--- config.mk ---
export PLATFORM = sky130hd
export DESIGN_NAME = alu_pipe_core
export DESIGN_NICKNAME = d
export VERILOG_FILES = /design/src/rtl/alu_pipe_core.sv
export SDC_FILE = /design/constraint.sdc
export NUM_CORES = 1
export LEC_CHECK = 0
export ABC_AREA = 1
export CAP_MARGIN = 25
export CORE_UTILIZATION = 40
export DETAILED_ROUTE_END_ITERATION = 7
export GPL_ROUTABILITY_DRIVEN = 0
export GPL_TIMING_DRIVEN = 0
export PLACE_DENSITY = 0.68
export SYNTH_ARGS = -nofsm -noshare
export SYNTH_HDL_FRONTEND = slang
export SYNTH_SLANG_ARGS = --single-unit
--- constraint.sdc ---
create_clock -name CLK -period 15.5 [get_ports CLK]
set_clock_uncertainty 0.05 [all_clocks]
set_input_delay 3.1 -clock CLK [delete_from_list [all_inputs] [get_ports CLK]]
set_output_delay 3.1 -clock CLK [all_outputs]
set_load 0.02 [all_outputs]
--- src/rtl/alu_pipe_core.sv ---
// Multi-mode ALU that collects split operands, runs single-cycle ops immediately
// and multiplies over MUL_LAT cycles, reporting each result with a RES_VALID pulse.
module alu_pipe_core #(
  parameter int DATA_WIDTH = 8,
  parameter int CMD_WIDTH  = 4,
  parameter int TIMEOUT    = 16,
  parameter int MUL_LAT    = 3
) (
  input  logic                    CLK,
  input  logic                    RESET,
  input  logic                    CE,
  input  logic                    MODE,
  input  logic [CMD_WIDTH-1:0]    CMD,
  input  logic [DATA_WIDTH-1:0]   OPA,
  input  logic [DATA_WIDTH-1:0]   OPB,
  input  logic                    CIN,
  input  logic [1:0]              INP_VALID,
  output logic                    READY,
  output logic                    RES_VALID,
  output logic [2*DATA_WIDTH-1:0] RES,
  output logic                    COUT,
  output logic                    OFLOW,
  output logic                    G,
  output logic                    E,
  output logic                    L,
  output logic                    ERR
);

  localparam int W  = DATA_WIDTH;
  localparam int RW = 2 * DATA_WIDTH;
  localparam int SW = $clog2(DATA_WIDTH);
  localparam int TW = $clog2(TIMEOUT) + 1;
  localparam int MW = $clog2(MUL_LAT) + 1;
  localparam logic [W:0] ONE = {{W{1'b0}}, 1'b1};

  typedef enum logic [1:0] {IDLE, WAIT_A, WAIT_B, MUL} state_t;

  state_t             state, state_n;
  logic [TW-1:0]      timer;
  logic [MW-1:0]      mcnt;
  logic [W-1:0]       lat_a, lat_b;
  logic [CMD_WIDTH-1:0] lat_cmd;
  logic               lat_mode, lat_cin;
  logic [RW-1:0]      mul_prod;

  logic [W-1:0]       eff_a, eff_b;
  logic [CMD_WIDTH-1:0] eff_cmd;
  logic               eff_mode, eff_cin;
  int unsigned        code;
  logic               need_a, need_b, cmd_ok, is_mul;

  logic [RW-1:0]      x_res;
  logic               x_cout, x_oflow, x_g, x_e, x_l, x_err;
  logic [W:0]         ax, bx, cx, t, ts, ma, mb;
  logic [W-1:0]       lr;
  logic [2*W-1:0]     dbl;
  logic [RW-1:0]      mul_p;

  logic issue, capture, tick_t, time_out, mul_done;

  // In a wait state the held operand and command come from the latches, the arriving one from the port.
  always_comb begin
    eff_a    = (state == WAIT_B) ? lat_a : OPA;
    eff_b    = (state == WAIT_A) ? lat_b : OPB;
    eff_cmd  = (state == IDLE) ? CMD  : lat_cmd;
    eff_mode = (state == IDLE) ? MODE : lat_mode;
    eff_cin  = (state == IDLE) ? CIN  : lat_cin;
    code     = 32'(eff_cmd);
  end

  always_comb begin
    need_a = 1'b0;
    need_b = 1'b0;
    cmd_ok = 1'b1;
    is_mul = 1'b0;
    if (eff_mode) begin
      case (code)
        0, 1, 2, 3, 8, 11, 12: begin need_a = 1'b1; need_b = 1'b1; end
        9, 10:                 begin need_a = 1'b1; need_b = 1'b1; is_mul = 1'b1; end
        4, 5:                  need_a = 1'b1;
        6, 7:                  need_b = 1'b1;
        default:               cmd_ok = 1'b0;
      endcase
    end else begin
      case (code)
        0, 1, 2, 3, 4, 5, 12, 13: begin need_a = 1'b1; need_b = 1'b1; end
        6, 8, 9:                  need_a = 1'b1;
        7, 10, 11:                need_b = 1'b1;
        default:                  cmd_ok = 1'b0;
      endcase
    end
  end

  always_comb begin
    ax = {1'b0, eff_a};
    bx = {1'b0, eff_b};
    cx = {{W{1'b0}}, eff_cin};
    if (code == 9) begin
      ma = ax + ONE;
      mb = bx + ONE;
    end else begin
      ma = {eff_a, 1'b0};
      mb = bx;
    end
    mul_p = {{(RW-W-1){1'b0}}, ma} * {{(RW-W-1){1'b0}}, mb};
  end

  always_comb begin
    x_res   = '0;
    x_cout  = 1'b0;
    x_oflow = 1'b0;
    x_g     = 1'b0;
    x_e     = 1'b0;
    x_l     = 1'b0;
    x_err   = 1'b0;
    t       = '0;
    ts      = '0;
    lr      = '0;
    dbl     = '0;
    if (eff_mode) begin
      case (code)
        0: begin t = ax + bx;      x_cout = t[W]; x_res = {{(RW-W-1){1'b0}}, t}; end
        1: begin t = ax - bx;      x_cout = t[W]; x_oflow = (ax < bx);
                 x_res = {{(RW-W-1){1'b0}}, t}; end
        2: begin t = ax + bx + cx; x_cout = t[W]; x_res = {{(RW-W-1){1'b0}}, t}; end
        3: begin t = ax - bx - cx; x_cout = t[W]; x_oflow = (ax < (bx + cx));
                 x_res = {{(RW-W-1){1'b0}}, t}; end
        4: begin t = ax + ONE;     x_res = {{(RW-W-1){1'b0}}, t}; end
        5: begin t = ax - ONE;     x_res = {{(RW-W-1){1'b0}}, t}; end
        6: begin t = bx + ONE;     x_res = {{(RW-W-1){1'b0}}, t}; end
        7: begin t = bx - ONE;     x_res = {{(RW-W-1){1'b0}}, t}; end
        8: begin x_g = (eff_a > eff_b); x_e = (eff_a == eff_b); x_l = (eff_a < eff_b); end
        9, 10: x_res = mul_p;
        11, 12: begin
          ts = (code == 11) ? ({eff_a[W-1], eff_a} + {eff_b[W-1], eff_b})
                            : ({eff_a[W-1], eff_a} - {eff_b[W-1], eff_b});
          // Overflow is judged on the DATA_WIDTH-bit result; RES keeps the sign-extended extra bit.
          x_oflow = (code == 11) ? ((eff_a[W-1] == eff_b[W-1]) && (ts[W-1] != eff_a[W-1]))
                                 : ((eff_a[W-1] != eff_b[W-1]) && (ts[W-1] != eff_a[W-1]));
          x_g   = ($signed(eff_a) >  $signed(eff_b));
          x_e   = (eff_a == eff_b);
          x_l   = ($signed(eff_a) <  $signed(eff_b));
          x_res = {{(RW-W-1){1'b0}}, ts};
        end
        default: x_err = 1'b1;
      endcase
    end else begin
      case (code)
        0:  lr = eff_a & eff_b;
        1:  lr = ~(eff_a & eff_b);
        2:  lr = eff_a | eff_b;
        3:  lr = ~(eff_a | eff_b);
        4:  lr = eff_a ^ eff_b;
        5:  lr = ~(eff_a ^ eff_b);
        6:  lr = ~eff_a;
        7:  lr = ~eff_b;
        8:  lr = eff_a >> 1;
        9:  lr = eff_a << 1;
        10: lr = eff_b >> 1;
        11: lr = eff_b << 1;
        12: begin dbl = {eff_a, eff_a} << eff_b[SW-1:0]; lr = dbl[2*W-1:W]; x_err = |eff_b[W-1:SW]; end
        13: begin dbl = {eff_a, eff_a} >> eff_b[SW-1:0]; lr = dbl[W-1:0];   x_err = |eff_b[W-1:SW]; end
        default: x_err = 1'b1;
      endcase
      x_res = {{(RW-W){1'b0}}, lr};
    end
  end

  always_comb begin
    state_n  = state;
    issue    = 1'b0;
    capture  = 1'b0;
    tick_t   = 1'b0;
    time_out = 1'b0;
    mul_done = 1'b0;
    case (state)
      IDLE: begin
        if (!cmd_ok) begin
          issue = |INP_VALID;
        end else if (need_a && need_b) begin
          case (INP_VALID)
            2'b11:   issue = 1'b1;
            2'b01:   begin capture = 1'b1; state_n = WAIT_B; end
            2'b10:   begin capture = 1'b1; state_n = WAIT_A; end
            default: ;
          endcase
        end else begin
          issue = need_a ? INP_VALID[0] : INP_VALID[1];
        end
      end
      WAIT_A, WAIT_B: begin
        if ((state == WAIT_A) ? INP_VALID[0] : INP_VALID[1]) begin
          issue = 1'b1;
        end else if (timer == TW'(TIMEOUT - 1)) begin
          time_out = 1'b1;
          state_n  = IDLE;
        end else begin
          tick_t = 1'b1;
        end
      end
      MUL: begin
        if (mcnt == MW'(MUL_LAT - 1)) begin
          mul_done = 1'b1;
          state_n  = IDLE;
        end
      end
      default: state_n = IDLE;
    endcase
    if (issue) state_n = is_mul ? MUL : IDLE;
  end

  assign READY = (state != MUL);

  always_ff @(posedge CLK or posedge RESET) begin
    if (RESET) begin
      state     <= IDLE;
      timer     <= '0;
      mcnt      <= '0;
      lat_a     <= '0;
      lat_b     <= '0;
      lat_cmd   <= '0;
      lat_mode  <= 1'b0;
      lat_cin   <= 1'b0;
      mul_prod  <= '0;
      RES_VALID <= 1'b0;
      RES       <= '0;
      COUT      <= 1'b0;
      OFLOW     <= 1'b0;
      G         <= 1'b0;
      E         <= 1'b0;
      L         <= 1'b0;
      ERR       <= 1'b0;
    end else if (!CE) begin
      RES_VALID <= 1'b0;
    end else begin
      state     <= state_n;
      RES_VALID <= 1'b0;
      if (capture) begin
        lat_a    <= OPA;
        lat_b    <= OPB;
        lat_cmd  <= CMD;
        lat_mode <= MODE;
        lat_cin  <= CIN;
        timer    <= '0;
      end
      if (tick_t) timer <= timer + 1'b1;
      if (state == MUL && !mul_done) mcnt <= mcnt + 1'b1;
      if (issue && is_mul) begin
        mul_prod <= x_res;
        mcnt     <= '0;
      end else if (issue) begin
        RES       <= x_res;
        COUT      <= x_cout;
        OFLOW     <= x_oflow;
        G         <= x_g;
        E         <= x_e;
        L         <= x_l;
        ERR       <= x_err;
        RES_VALID <= 1'b1;
      end else if (time_out || mul_done) begin
        RES       <= time_out ? '0 : mul_prod;
        COUT      <= 1'b0;
        OFLOW     <= 1'b0;
        G         <= 1'b0;
        E         <= 1'b0;
        L         <= 1'b0;
        ERR       <= time_out;
        RES_VALID <= 1'b1;
      end
    end
  end

endmodule
==> impl_metrics.xml <==
<?xml version="1.0" encoding="UTF-8"?>
<metrics>
  <group name="outcome">
    <metric name="status" unit="">complete, but fails checks</metric>
    <metric name="violated_checks" unit="">DRC</metric>
  </group>
  <group name="critical_path">
    <metric name="setup.worst_path.start_class" unit="">input port</metric>
    <metric name="critical_path_class" unit="">in2reg</metric>
    <metric name="worstPathArrival" unit="ns">10.37</metric>
    <metric name="cp_common_cell" unit="">nand2_1</metric>
    <metric name="highest_fanout_seen_on_the_critical_path" unit="">13</metric>
    <metric name="critical_path.endpoint_type" unit="">flip-flop</metric>
    <metric name="cp_slowest_cell" unit="">clkbuf_1</metric>
    <metric name="ff2ff_setup_slack" unit="ns">7.50</metric>
    <metric name="cp_data_required_time" unit="ns">15.70</metric>
    <metric name="reg2reg_depth" unit="">36</metric>
    <metric name="crit_path_max_incr_delay" unit="ns">0.70</metric>
    <metric name="critical_path.reg2reg.endpoint" unit="">mul_prod[14]$_DFFE_PP0P_</metric>
    <metric name="r2r-start" unit="">state[1]$_DFFE_PP0P_</metric>
  </group>
  <group name="logic_synthesis">
    <metric name="postSynthAreaPerCell" unit="sq um">6.19</metric>
    <metric name="synth-main-ff-cell" unit="">dfrtp_1</metric>
    <metric name="netlist_instances" unit="">1631</metric>
    <metric name="ys_types" unit="">51</metric>
    <metric name="synth_compound_gate_area_share" unit="">0.138</metric>
    <metric name="yosys-mux-area-fraction" unit="">0.00334</metric>
    <metric name="post_synth_and_or_nand_nor_area_fraction" unit="">0.352</metric>
    <metric name="largest_family_of_logic_cells_by_synthesized_area" unit="">simple AND/OR/NAND/NOR gates</metric>
    <metric name="synth_area" unit="sq um">10100</metric>
    <metric name="share_of_the_synthesized_netlist_area_taken_by_xor_and_xnor_gates" unit="">0.0139</metric>
    <metric name="ys_warns" unit="">0</metric>
    <metric name="count_of_flip_flops_with_a_built_in_enable_after_synthesis" unit="">0</metric>
    <metric name="synth_async_sr_flop_share" unit="">1.00</metric>
    <metric name="yosysSeqAreaShare" unit="">0.176</metric>
    <metric name="synth_nets" unit="">1789</metric>
    <metric name="ys_ff_latch" unit="">71</metric>
    <metric name="fraction_of_the_mapped_netlist_area_in_adder_cells" unit="">0.199</metric>
  </group>
  <group name="timing">
    <metric name="period_needed" unit="ns">10.17</metric>
    <metric name="grt_setup_unrepaired" unit="">no</metric>
    <metric name="finalHoldViolations" unit="">0</metric>
    <metric name="final_setup_violations" unit="">0</metric>
    <metric name="relative_slew_slack" unit="">0.249</metric>
    <metric name="fmaxAchievable" unit="GHz">0.0983</metric>
    <metric name="report.final.slew_viol_count" unit="">0</metric>
    <metric name="final_min_period_over_clock_period" unit="">0.656</metric>
    <metric name="worst-slew-pin-transition" unit="ns">1.11</metric>
    <metric name="setup-tns-final" unit="ns">0</metric>
  </group>
  <group name="final_layout">
    <metric name="drive_above_1_share" unit="">0.0441</metric>
    <metric name="num-nets-final" unit="">1852</metric>
    <metric name="fillerInstances" unit="">2602</metric>
    <metric name="finalNonFillerCells" unit="">2023</metric>
    <metric name="antenna-diode-count" unit="">0</metric>
    <metric name="synthToLayoutAreaGrowth" unit="%">12.3</metric>
  </group>
  <group name="min_path">
    <metric name="min_from" unit="">mul_prod[8]$_DFFE_PP0P_</metric>
    <metric name="worstHoldEndpoint" unit="">mul_prod[8]$_DFFE_PP0P_</metric>
    <metric name="cell_depth_of_the_worst_min_delay_path" unit="">2</metric>
    <metric name="holdCritPathClass" unit="">reg2reg</metric>
  </group>
  <group name="floorplanning">
    <metric name="std_cell_rows" unit="">57</metric>
    <metric name="design.core.area" unit="sq um">24500</metric>
    <metric name="num_io_pins" unit="">51</metric>
    <metric name="dieWidth" unit="microns">161</metric>
    <metric name="initial_utilization" unit="">0.412</metric>
    <metric name="fp.dieArea" unit="sq um">25900</metric>
    <metric name="chipHeight" unit="microns">161</metric>
  </group>
  <group name="clock_tree">
    <metric name="clk_path_buf_depth" unit="">2</metric>
    <metric name="post_cts_resize_count" unit="">0</metric>
    <metric name="worst_setup_hold_path_clk_slew" unit="ns">0.06</metric>
    <metric name="h-tree-depth" unit="">3</metric>
    <metric name="post_cts_hold_buffer_count" unit="">0</metric>
    <metric name="cts_inserted_buffers" unit="">9</metric>
    <metric name="clkLatencyLatePin" unit="ns">0.34</metric>
    <metric name="cts_tree" unit="">done</metric>
    <metric name="clock-sinks" unit="">71</metric>
    <metric name="cts_setup_buffers" unit="">0</metric>
    <metric name="cts.root.buffer_cell" unit="">clkbuf_16</metric>
  </group>
  <group name="global_routing">
    <metric name="grt_max_degree" unit="">72</metric>
    <metric name="first_global_vias" unit="">10600</metric>
    <metric name="antenna_found_initial" unit="">0</metric>
    <metric name="grt_overflow" unit="">0</metric>
    <metric name="grt_pass1_wl" unit="mm">54.6</metric>
    <metric name="grt_use_total" unit="">0.268</metric>
  </group>
  <group name="route">
    <metric name="postRouteWirelength" unit="mm">34.1</metric>
    <metric name="dr.first_iter.drc_count" unit="">1052</metric>
    <metric name="vias_per_cell" unit="">5.48</metric>
    <metric name="drcViolationCount" unit="">2</metric>
    <metric name="postRouteAntennaNets" unit="">0</metric>
    <metric name="detailroute.via_count" unit="">11100</metric>
    <metric name="avgRoutedWirePerCell" unit="microns">16.8</metric>
    <metric name="drt_pre_antenna_iters" unit="">8</metric>
  </group>
  <group name="flow_run">
    <metric name="max_cap_viol_count" unit="">0</metric>
  </group>
  <group name="placed_design">
    <metric name="numPlacedInstances" unit="">2005</metric>
    <metric name="detailed_placer_s_ending_hpwl" unit="mm">27.1</metric>
    <metric name="port_buffers" unit="">49</metric>
  </group>
</metrics>
## cell families after synthesis
family / count (synthesis)
muxes: 3
xor gates and xnor gates: 16
adders and majority gates: 131
buffers and inverters: 306
and+or+nand+nor: 857
AOI/OAI and AO/OA: 247
DFF: 71
## critical path: cells and delay by family
| kind | cells | cell delay (ns) |
|---|---|---|
| XOR/XNOR | 1 | 0.23 |
| AND/OR/NAND/NOR | 12 | 1.24 |
| AO/OA/AOI/OAI | 7 | 1.47 |
| buffers and inverters | 7 | 1.63 |
| adder cells (fa/ha/maj) | 6 | 2.69 |
## sequential cells by signal, summed over array words and instances, names as in the netlist, 2 cells and up
signal,count
lat_b,8
RES,16
lat_cmd,4
lat_a,8
mcnt,3
state,2
timer,5
mul_prod,16
## stage by stage
stage | util | area, sq um | setup slack, ns | hold slack (ns)
2_1_floorplan | - | 10100 | 6.94 | 0.399
3_3_place_gp | 0.448 | 11000 | 4.88 | 0.414
3_5_place_dp | 0.449 | 11000 | 4.71 | 0.419
4_1_cts | 0.462 | 11300 | 5.07 | 0.432
5_1_grt | 0.462 | 11300 | 4.84 | 0.445
6_report | 0.462 | 11300 | 5.33 | 0.429
## per-layer routing
layer | up-vias | GRT usage | part of all wire
met1 | 5092 | 0.332 | 0.41
met2 | 535 | 0.425 | 0.44
met5 | - | 0 | 0
met4 | 0 | 0.151 | 0.059
met3 | 149 | 0.0638 | 0.093
li1 | 5310 | - | -
## synthesized netlist by cell type (13+ instances only)
library cell  count  share of area
nand2_1         524           0.19
inv_1           252          0.094
nor2_1          156          0.058
o21ai_0         116          0.057
nand3_1          99          0.049
ha_1             82           0.10
dfrtp_1          71           0.18
a21oi_1          49          0.024
fa_1             49          0.097
nand4_1          27          0.017
clkbuf_1         23         0.0085
o21ai_1          20         0.0099
o22ai_1          13         0.0081
xor2_1           13          0.011
## layout make-up
class / instances / area (sq um) / share of cell area
flip-flops and latches: 71 / 1780 / 0.157
well taps: 324 / 405 / 0.0357
repair buffers: 52 / 517 / 0.0455
inverters: 264 / 996 / 0.0878
multi-input cells: 1254 / 7140 / 0.629
clock inverters: 7 / 96.3 / 0.00849
clock buffers: 9 / 225 / 0.0198
plain buffers: 42 / 194 / 0.0171
## layout by cell type (no fill, tap or decap), types with 8 or more instances in the layout
cell type,instances
nand4_1,27
xor2_1,13
clkbuf_1,23
nand2_2,11
o211ai_1,8
nor2_1,156
ha_1,82
nand2_1,524
nand3_1,99
buf_2,11
o21ai_1,20
a21oi_1,49
o22ai_1,13
clkbuf_16,9
clkdlybuf4s50_1,49
nor3_1,12
dfrtp_1,71
fa_1,49
inv_1,251
o21ai_0,116
## how the worst max path moves through the flow
stage	slack (ns)	cells after the start	end	start
final	5.33	33	mul_prod[14]$_DFFE_PP0P_	OPB[0]
after global routing	4.84	33	mul_prod[14]$_DFFE_PP0P_	OPB[0]
after CTS	5.07	33	mul_prod[14]$_DFFE_PP0P_	OPA[0]
after detailed placement	4.71	33	mul_prod[14]$_DFFE_PP0P_	OPA[0]
after global placement	4.88	33	mul_prod[14]$_DFFE_PP0P_	OPA[0]
after floorplan	6.94	32	RES[12]$_DFFE_PP0P_	OPB[0]
Power is not shown: default switching activity piles up to over one toggle a cycle in this logic, so the estimate is an artifact.
